**config.mk**
```make
export PLATFORM = sky130hd
export DESIGN_NAME = steer2_sync
export DESIGN_NICKNAME = d
export VERILOG_FILES = /design/src/rtl/steer2_sync.sv
export SDC_FILE = /design/constraint.sdc
export NUM_CORES = 1
export LEC_CHECK = 0
export CAP_MARGIN = 20
export CORE_AREA = 10 10 47 49
export CTS_CLUSTER_SIZE = 10
export DETAILED_ROUTE_END_ITERATION = 10
export DIE_AREA = 0 0 57 59
export GPL_TIMING_DRIVEN = 0
export PLACE_DENSITY_LB_ADDON = 0.1
export SLEW_MARGIN = 40
export SYNTH_ARGS = -nofsm -noshare
export SYNTH_HDL_FRONTEND = slang
export SYNTH_SLANG_ARGS = --single-unit
```
**constraint.sdc**
```tcl
create_clock -name clk -period 2.1 [get_ports clk]
set_input_delay 0.525 -clock clk [delete_from_list [all_inputs] [get_ports clk]]
set_output_delay 0.525 -clock clk [all_outputs]
set_load 0.05 [all_outputs]
```
**src/rtl/steer2_sync.sv**
```systemverilog
// Purpose : clocked 1-to-2 demux for 4-phase bundled-data channels; d_i[SEL_BIT] picks channel 0 or 1.
// Latency : SYNC_STAGES+1 cycles from each async handshake edge to the registered response edge.
// Backpr. : a_i is withheld until the selected consumer acks; a new token is taken only from IDLE.
//
// Ports:
//   clk, rst (async, active-low)
//   r_i / a_i / d_i     : upstream channel (r_i async in, a_i registered out, d_i bundled with r_i)
//   r0_o / a0_o / d0_o  : channel 0 (r0_o registered out, a0_o async in)
//   r1_o / a1_o / d1_o  : channel 1 (r1_o registered out, a1_o async in)
//   busy                : FSM not in IDLE
//   err                 : sticky protocol error (stray ack on the unselected channel, or any ack in IDLE)
//
// Optional feature macro: STEER_CAPTURE_EN
//   defined   -> d_i captured on IDLE->FWD, d0_o/d1_o driven from that register
//   undefined -> d0_o/d1_o follow d_i combinationally
module steer2_sync #(
  parameter int N           = 1,
  parameter int SEL_BIT     = 0,
  parameter int SYNC_STAGES = 2
) (
  input  logic         clk,
  input  logic         rst,
  input  logic         r_i,
  output logic         a_i,
  input  logic [N-1:0] d_i,
  output logic         r0_o,
  input  logic         a0_o,
  output logic [N-1:0] d0_o,
  output logic         r1_o,
  input  logic         a1_o,
  output logic [N-1:0] d1_o,
  output logic         busy,
  output logic         err
);

  typedef enum logic [1:0] {IDLE, FWD, ACKD, RTZ} state_t;

  state_t state_q, state_d;

  logic [SYNC_STAGES-1:0] rs_sync_q,  rs_sync_d;
  logic [SYNC_STAGES-1:0] as0_sync_q, as0_sync_d;
  logic [SYNC_STAGES-1:0] as1_sync_q, as1_sync_d;

  logic sel_q,  sel_d;
  logic a_i_q,  a_i_d;
  logic r0_q,   r0_d;
  logic r1_q,   r1_d;
  logic busy_q, busy_d;
  logic err_q,  err_d;

  logic rs, as0, as1;
  logic as_sel, as_other;

  // Shift registers: the newest sample enters at bit 0, the FSM reads the oldest bit.
  always_comb begin
    rs_sync_d  = {rs_sync_q[SYNC_STAGES-2:0],  r_i};
    as0_sync_d = {as0_sync_q[SYNC_STAGES-2:0], a0_o};
    as1_sync_d = {as1_sync_q[SYNC_STAGES-2:0], a1_o};
  end

  assign rs  = rs_sync_q[SYNC_STAGES-1];
  assign as0 = as0_sync_q[SYNC_STAGES-1];
  assign as1 = as1_sync_q[SYNC_STAGES-1];

  assign as_sel   = sel_q ? as1 : as0;
  assign as_other = sel_q ? as0 : as1;

  always_comb begin
    state_d = state_q;
    sel_d   = sel_q;
    case (state_q)
      IDLE: if (rs) begin
        sel_d   = d_i[SEL_BIT];
        state_d = FWD;
      end
      FWD:  if (as_sel) state_d = ACKD;
      ACKD: if (!rs)    state_d = RTZ;
      RTZ:  if (!as_sel) state_d = IDLE;
      default: state_d = IDLE;
    endcase

    // Outputs are decoded from the next state so they change on the same
    // edge at which the FSM enters the state that drives them.
    r0_d   = ((state_d == FWD) || (state_d == ACKD)) && !sel_d;
    r1_d   = ((state_d == FWD) || (state_d == ACKD)) &&  sel_d;
    a_i_d  = (state_d == ACKD) || (state_d == RTZ);
    busy_d = (state_d != IDLE);

    // sel_q is only meaningful outside IDLE; in IDLE any ack is stray.
    err_d  = err_q | ((state_q == IDLE) ? (as0 | as1) : as_other);
  end

  always_ff @(posedge clk or negedge rst) begin
    if (!rst) begin
      state_q    <= IDLE;
      rs_sync_q  <= '0;
      as0_sync_q <= '0;
      as1_sync_q <= '0;
      sel_q      <= 1'b0;
      a_i_q      <= 1'b0;
      r0_q       <= 1'b0;
      r1_q       <= 1'b0;
      busy_q     <= 1'b0;
      err_q      <= 1'b0;
    end else begin
      state_q    <= state_d;
      rs_sync_q  <= rs_sync_d;
      as0_sync_q <= as0_sync_d;
      as1_sync_q <= as1_sync_d;
      sel_q      <= sel_d;
      a_i_q      <= a_i_d;
      r0_q       <= r0_d;
      r1_q       <= r1_d;
      busy_q     <= busy_d;
      err_q      <= err_d;
    end
  end

`ifdef STEER_CAPTURE_EN
  logic [N-1:0] data_q, data_d;

  always_comb begin
    data_d = data_q;
    if ((state_q == IDLE) && rs) data_d = d_i;
  end

  always_ff @(posedge clk or negedge rst) begin
    if (!rst) data_q <= '0;
    else      data_q <= data_d;
  end

  assign d0_o = data_q;
  assign d1_o = data_q;
`else
  assign d0_o = d_i;
  assign d1_o = d_i;
`endif

  assign a_i  = a_i_q;
  assign r0_o = r0_q;
  assign r1_o = r1_q;
  assign busy = busy_q;
  assign err  = err_q;

endmodule

```
* Word level (Yosys, flattened, before mapping) *
Index checks and enable logic that the tools add are counted.

storage, ports and cells
  register bits after elaboration = 14
  latch bits = 0
  RAM bits = 0
  memory bits (read-only) = 0
  input bits = 6
  output and inout bits = 7
  word-level logic and storage cells = 35
  memories kept = 0

operators by class
  add/sub/neg operators = 0
  $mul = 0
  divide/modulo/power cells = 0
  magnitude comparators = 0
  equal/unequal tests = 6
  shift operators = 0
  mux-type cells = 10
  bitwise operators = 2
  reduce and logical (&&, ||, !) cells = 7

operators with widths
  cell                number
  $eq 2x2->1 const B  4
  $mux 2              4
  $pmux 2 s4          1
  $mux 1              5
  $eq 2x1->1 const B  2
  $logic_and 1x1->1   2
  $logic_not 2->1     1
  $logic_or 1x1->1    2
  $or 1x1->1          2
  $reduce_bool 2->1   1
  $logic_not 1->1     1

* Logic depth before layout (Yosys ltp) *
  depth in word-level cells = 6
  depth in mapped cells = 5
  mapped depth without buffers = 5

* Least setup slack after synthesis *
Ideal clock, no wire load.

  kind = flip-flop to flip-flop
  from = reg sel_q
  to = reg a_i_q, in the netlist a_i
  library setup time = 0.127 ns
  arrival time = 1.333 ns
  required time = 1.973 ns
  slack = 0.640 ns
  stages on the path, launching flop included = 6
  buffers on the path = 0
  clock period less this slack = 1.460 ns
  path through = dfrtp_1 > mux2i_1 > mux2i_2 > xor2_1 > ha_1 > or2_2

on the way
  cells in the longest elaborated chain, start to end = 5
  elaborated cells between the ends (all ways) = 7
  those cells by class = eq/ne: 2; mux: 4; reduce/logical: 1

RTL lines
  element                           RTL line  RTL
  from (decl)                       44        logic sel_q, sel_d;
  from (signal assigned)            110       sel_q <= sel_d;
  $mux 1 (*)                        65        assign as_sel = sel_q ? as1 : as0;
  $mux 2, on equally long branches  78, 76
  $pmux 2 s4 (*)                    71        case (state_q)
  $eq 2x2->1                        86        a_i_d = (state_d == ACKD) || (state_d == RTZ);
  $logic_or 1x1->1 (*)              86
  named net a_i_d                   45        logic a_i_q, a_i_d;
  to (signal assigned)              111       a_i_q <= a_i_d;
  to (decl)                         45

The timed path passes the listed nets; every way through them passes the cells marked *.

* Worst setup path in the final report *
  from = in d_i
  to = out d1_o

RTL lines
  element      RTL line  RTL
  from (decl)  25        input logic [N-1:0] d_i,
  to (decl)    31        output logic [N-1:0] d1_o,

No word-level cell between the ends.

==> impl_results.md <==
- Die area: 0.00336 mm2
- Layout cell share with drive strength beyond 1: 0.250
- Gr ovfl total: 0
- Element type at the critical path end: output port
- Mapped Area: 533 um2
- Largest net degree at the start of global routing: 15
- Post-route antenna net violation count: 0
- Syn Inst Count: 36
- TNS Setup: 0 ns
- Final hold violations: 0
- Met1 Resource Use GR: 0.0494
- EDFF count, synth: 0
- Net Count, Synth: 45
- Tightest Hold Check Type: register to register
- Via/cell ratio: 4.57
- Dpl hpwl: 601 um
- GPL Wtd Cong: 0.705
- Main synth FF type: dfrtp_1
- Min Hold Slack: 0.353 ns
- Status: complete, no violations
- Die X: 57 um
- Routed len/inst: 11.4 um
- Final setup viols: 0
- First drt pass iteration count: 2
- Peak supply drop: 688 uV
- # resized after CTS: 6
- RSZ-0062 raised after global routing: no
- Area growth syn-to-layout: 33.6%
- CP bufs+invs: 3
- Antenna violations before repair: 0
- Post-route DRC: 0
- GR peak layer: met2
- Iter 0 DRT Violations: 2
- Cells after DPL: 64
- Delay-heaviest family, CP: buffers and inverters
- Fin crit period: 2.04 ns
- Total CTS buffers: 3
- Global Route met2 Usage: 0.0667
- Core Box Area: 0.00140 mm2
- Top cells by area, synth: dfrtp_1 (66%), ha_1 (7.0%), mux2i_1 (3.8%), buf_4 (2.8%), mux2i_2 (2.6%)
- First-pass GRT wire length: 1.32 mm
- Final period utilization: 0.971
- Setup Fix Bufs, Post-CTS: 0
- Worst slew pin tran: 0.601 ns
- Final nets: 62
- Root Driver: clkbuf_4
- Register clock-pin slew on the reported worst setup and hold paths: 0.08 ns
- M3 GR Usage: 0.0429
- Placed cell areas: 673 um2
- Clock Skew: 0.000462 ns
- Slew Limit Fails: 0
- Post-synth top cells: dfrtp_1 (14), ha_1 (3), inv_1 (3)
- FF+latch count, synth: 14
- Arr. time, crit path: 1.51 ns
- CP Max Fanout: 3
- Mapped Avg Cell Area: 14.8 um2
- Largest area contributor in the netlist: dfrtp_1
- Max Fclk: 0.490 GHz
- Vias in the first global route: 295
- Diodes inserted: 0
- Worst path max stage delay: 0.51 ns
- Power per standard cell area: 1440 mW/mm2
- Initial core utilization: 0.380
- Die Y: 59 um
- CTS tree: done
- Clk buf depth: 2
- I/O pin cnt: 13
- Worst slew margin relative to its limit: 0.598
- Clk sinks: 14
- CP required: 1.57 ns
- # rows: 14
- Max Cap Viol: 0
- Most frequent cell after synthesis: dfrtp_1
- LEAKAGE: 0.320 nW
- Post-Route WL: 775 um
- Final Non-Filler Cells: 68
- Worst-skew pair later-pin latency: 0.28 ns
- Cts hold-fix bufs: 0
- Synth cell types: 17
- Startpoint Class: input port
- Warnings, synthesis: 0
- Worst path cell trace: clkdlybuf4s50_1, buf_4, clkdlybuf4s15_2
- Share of the synthesized area in the top cell type: 0.657
- Crit Path Class: input port to output port
- Highest-delay cell along the critical path: clkdlybuf4s50_1
- Design area: 712 um2
- CTS H-tree depth: 1
- Register area share after synthesis: 0.657
- Global Route Usage Sum: 0.0517
- Via Count: 311
- Fraction of registers with async set/reset: 1.00
- PortBufs: 12
per-stage QoR:
step | power, W | setup WS, ns | utilization
after floorplan | 0.000716 | 0.640 | -
after global placement | 0.000831 | -0.353 | 0.480
after detailed placement | 0.000841 | -0.372 | 0.480
after CTS | 0.00104 | 0.0566 | 0.508
after global routing | 0.00109 | 0.0426 | 0.508
final | 0.00102 | 0.0607 | 0.508
worst register-to-register path, cell delays in order (launching register included):
cell and delay [ns]:
dfrtp_1 0.41, mux2i_1 0.15, mux2i_2 0.23, xor2_1 0.25, ha_1 0.28, nor2b_1 0.13
where the power goes:
part / switching (W) / internal, W
logic: 0.000249 / 0.000194
clock network: 0.0000846 / 0.000106
registers: 0.0000472 / 0.000342
area by class of cell:
type / count / area (um2)
timing repair buffer: 12 / 123
buffer: 2 / 15.0
inverter: 3 / 11.3
sequential: 14 / 350
tap: 16 / 20.0
multi-input combinational: 17 / 156
clock buffer: 4 / 36.3
fill: 128 / 689
layer usage:
layer | wire (um) | vias to the layer above
li1 | - | 146
met1 | 307 | 147
met2 | 326 | 14
met3 | 119 | 4
met4 | 22 | 0
met5 | 0 | -
flip-flops by register name, indices dropped and copies added (netlist names):
| register | cells |
|---|---|
| r1_o | 1 |
| as0_sync_q | 2 |
| busy | 1 |
| err | 1 |
| as1_sync_q | 2 |
| a_i | 1 |
| sel_q | 1 |
| rs_sync_q | 2 |
| state_q | 2 |
| r0_o | 1 |
path summary, 6_finish.rpt:
check	start	endpoint	slack, ns	cells after the start
min in group asynchronous	rst	r0_o	0.62	1
worst max-delay path	d_i	d1_o	0.06	3
worst min-delay path	as0_sync_q[0]	as0_sync_q[1]	0.35	0
max in group asynchronous	rst	as0_sync_q[1]	1.09	1
worst min register to register	as0_sync_q[0]	as0_sync_q[1]	0.35	0
worst max register to register	sel_q	r1_o	0.54	5
cells by family after synthesis:
group | count (synthesis) | share of synthesized area
buffers and inverters | 5 | 0.0493
AOI/OAI and AO/OA | 2 | 0.0282
adders and majority gates | 3 | 0.0704
muxes | 4 | 0.0845
and+or+nand+nor | 6 | 0.0775
xor gates and xnor gates | 2 | 0.0329
DFF | 14 | 0.657
placed cells by master (no fill, tap or decap), drive strengths merged, types with 2 or more instances in the layout:
| cell | count |
|---|---|
| inv | 3 |
| buf | 2 |
| clkdlybuf4s50 | 10 |
| clkbuf | 4 |
| ha | 3 |
| dfrtp | 14 |
| clkdlybuf4s15 | 2 |
| mux2i | 3 |
Power figures use the tool's default switching activity.
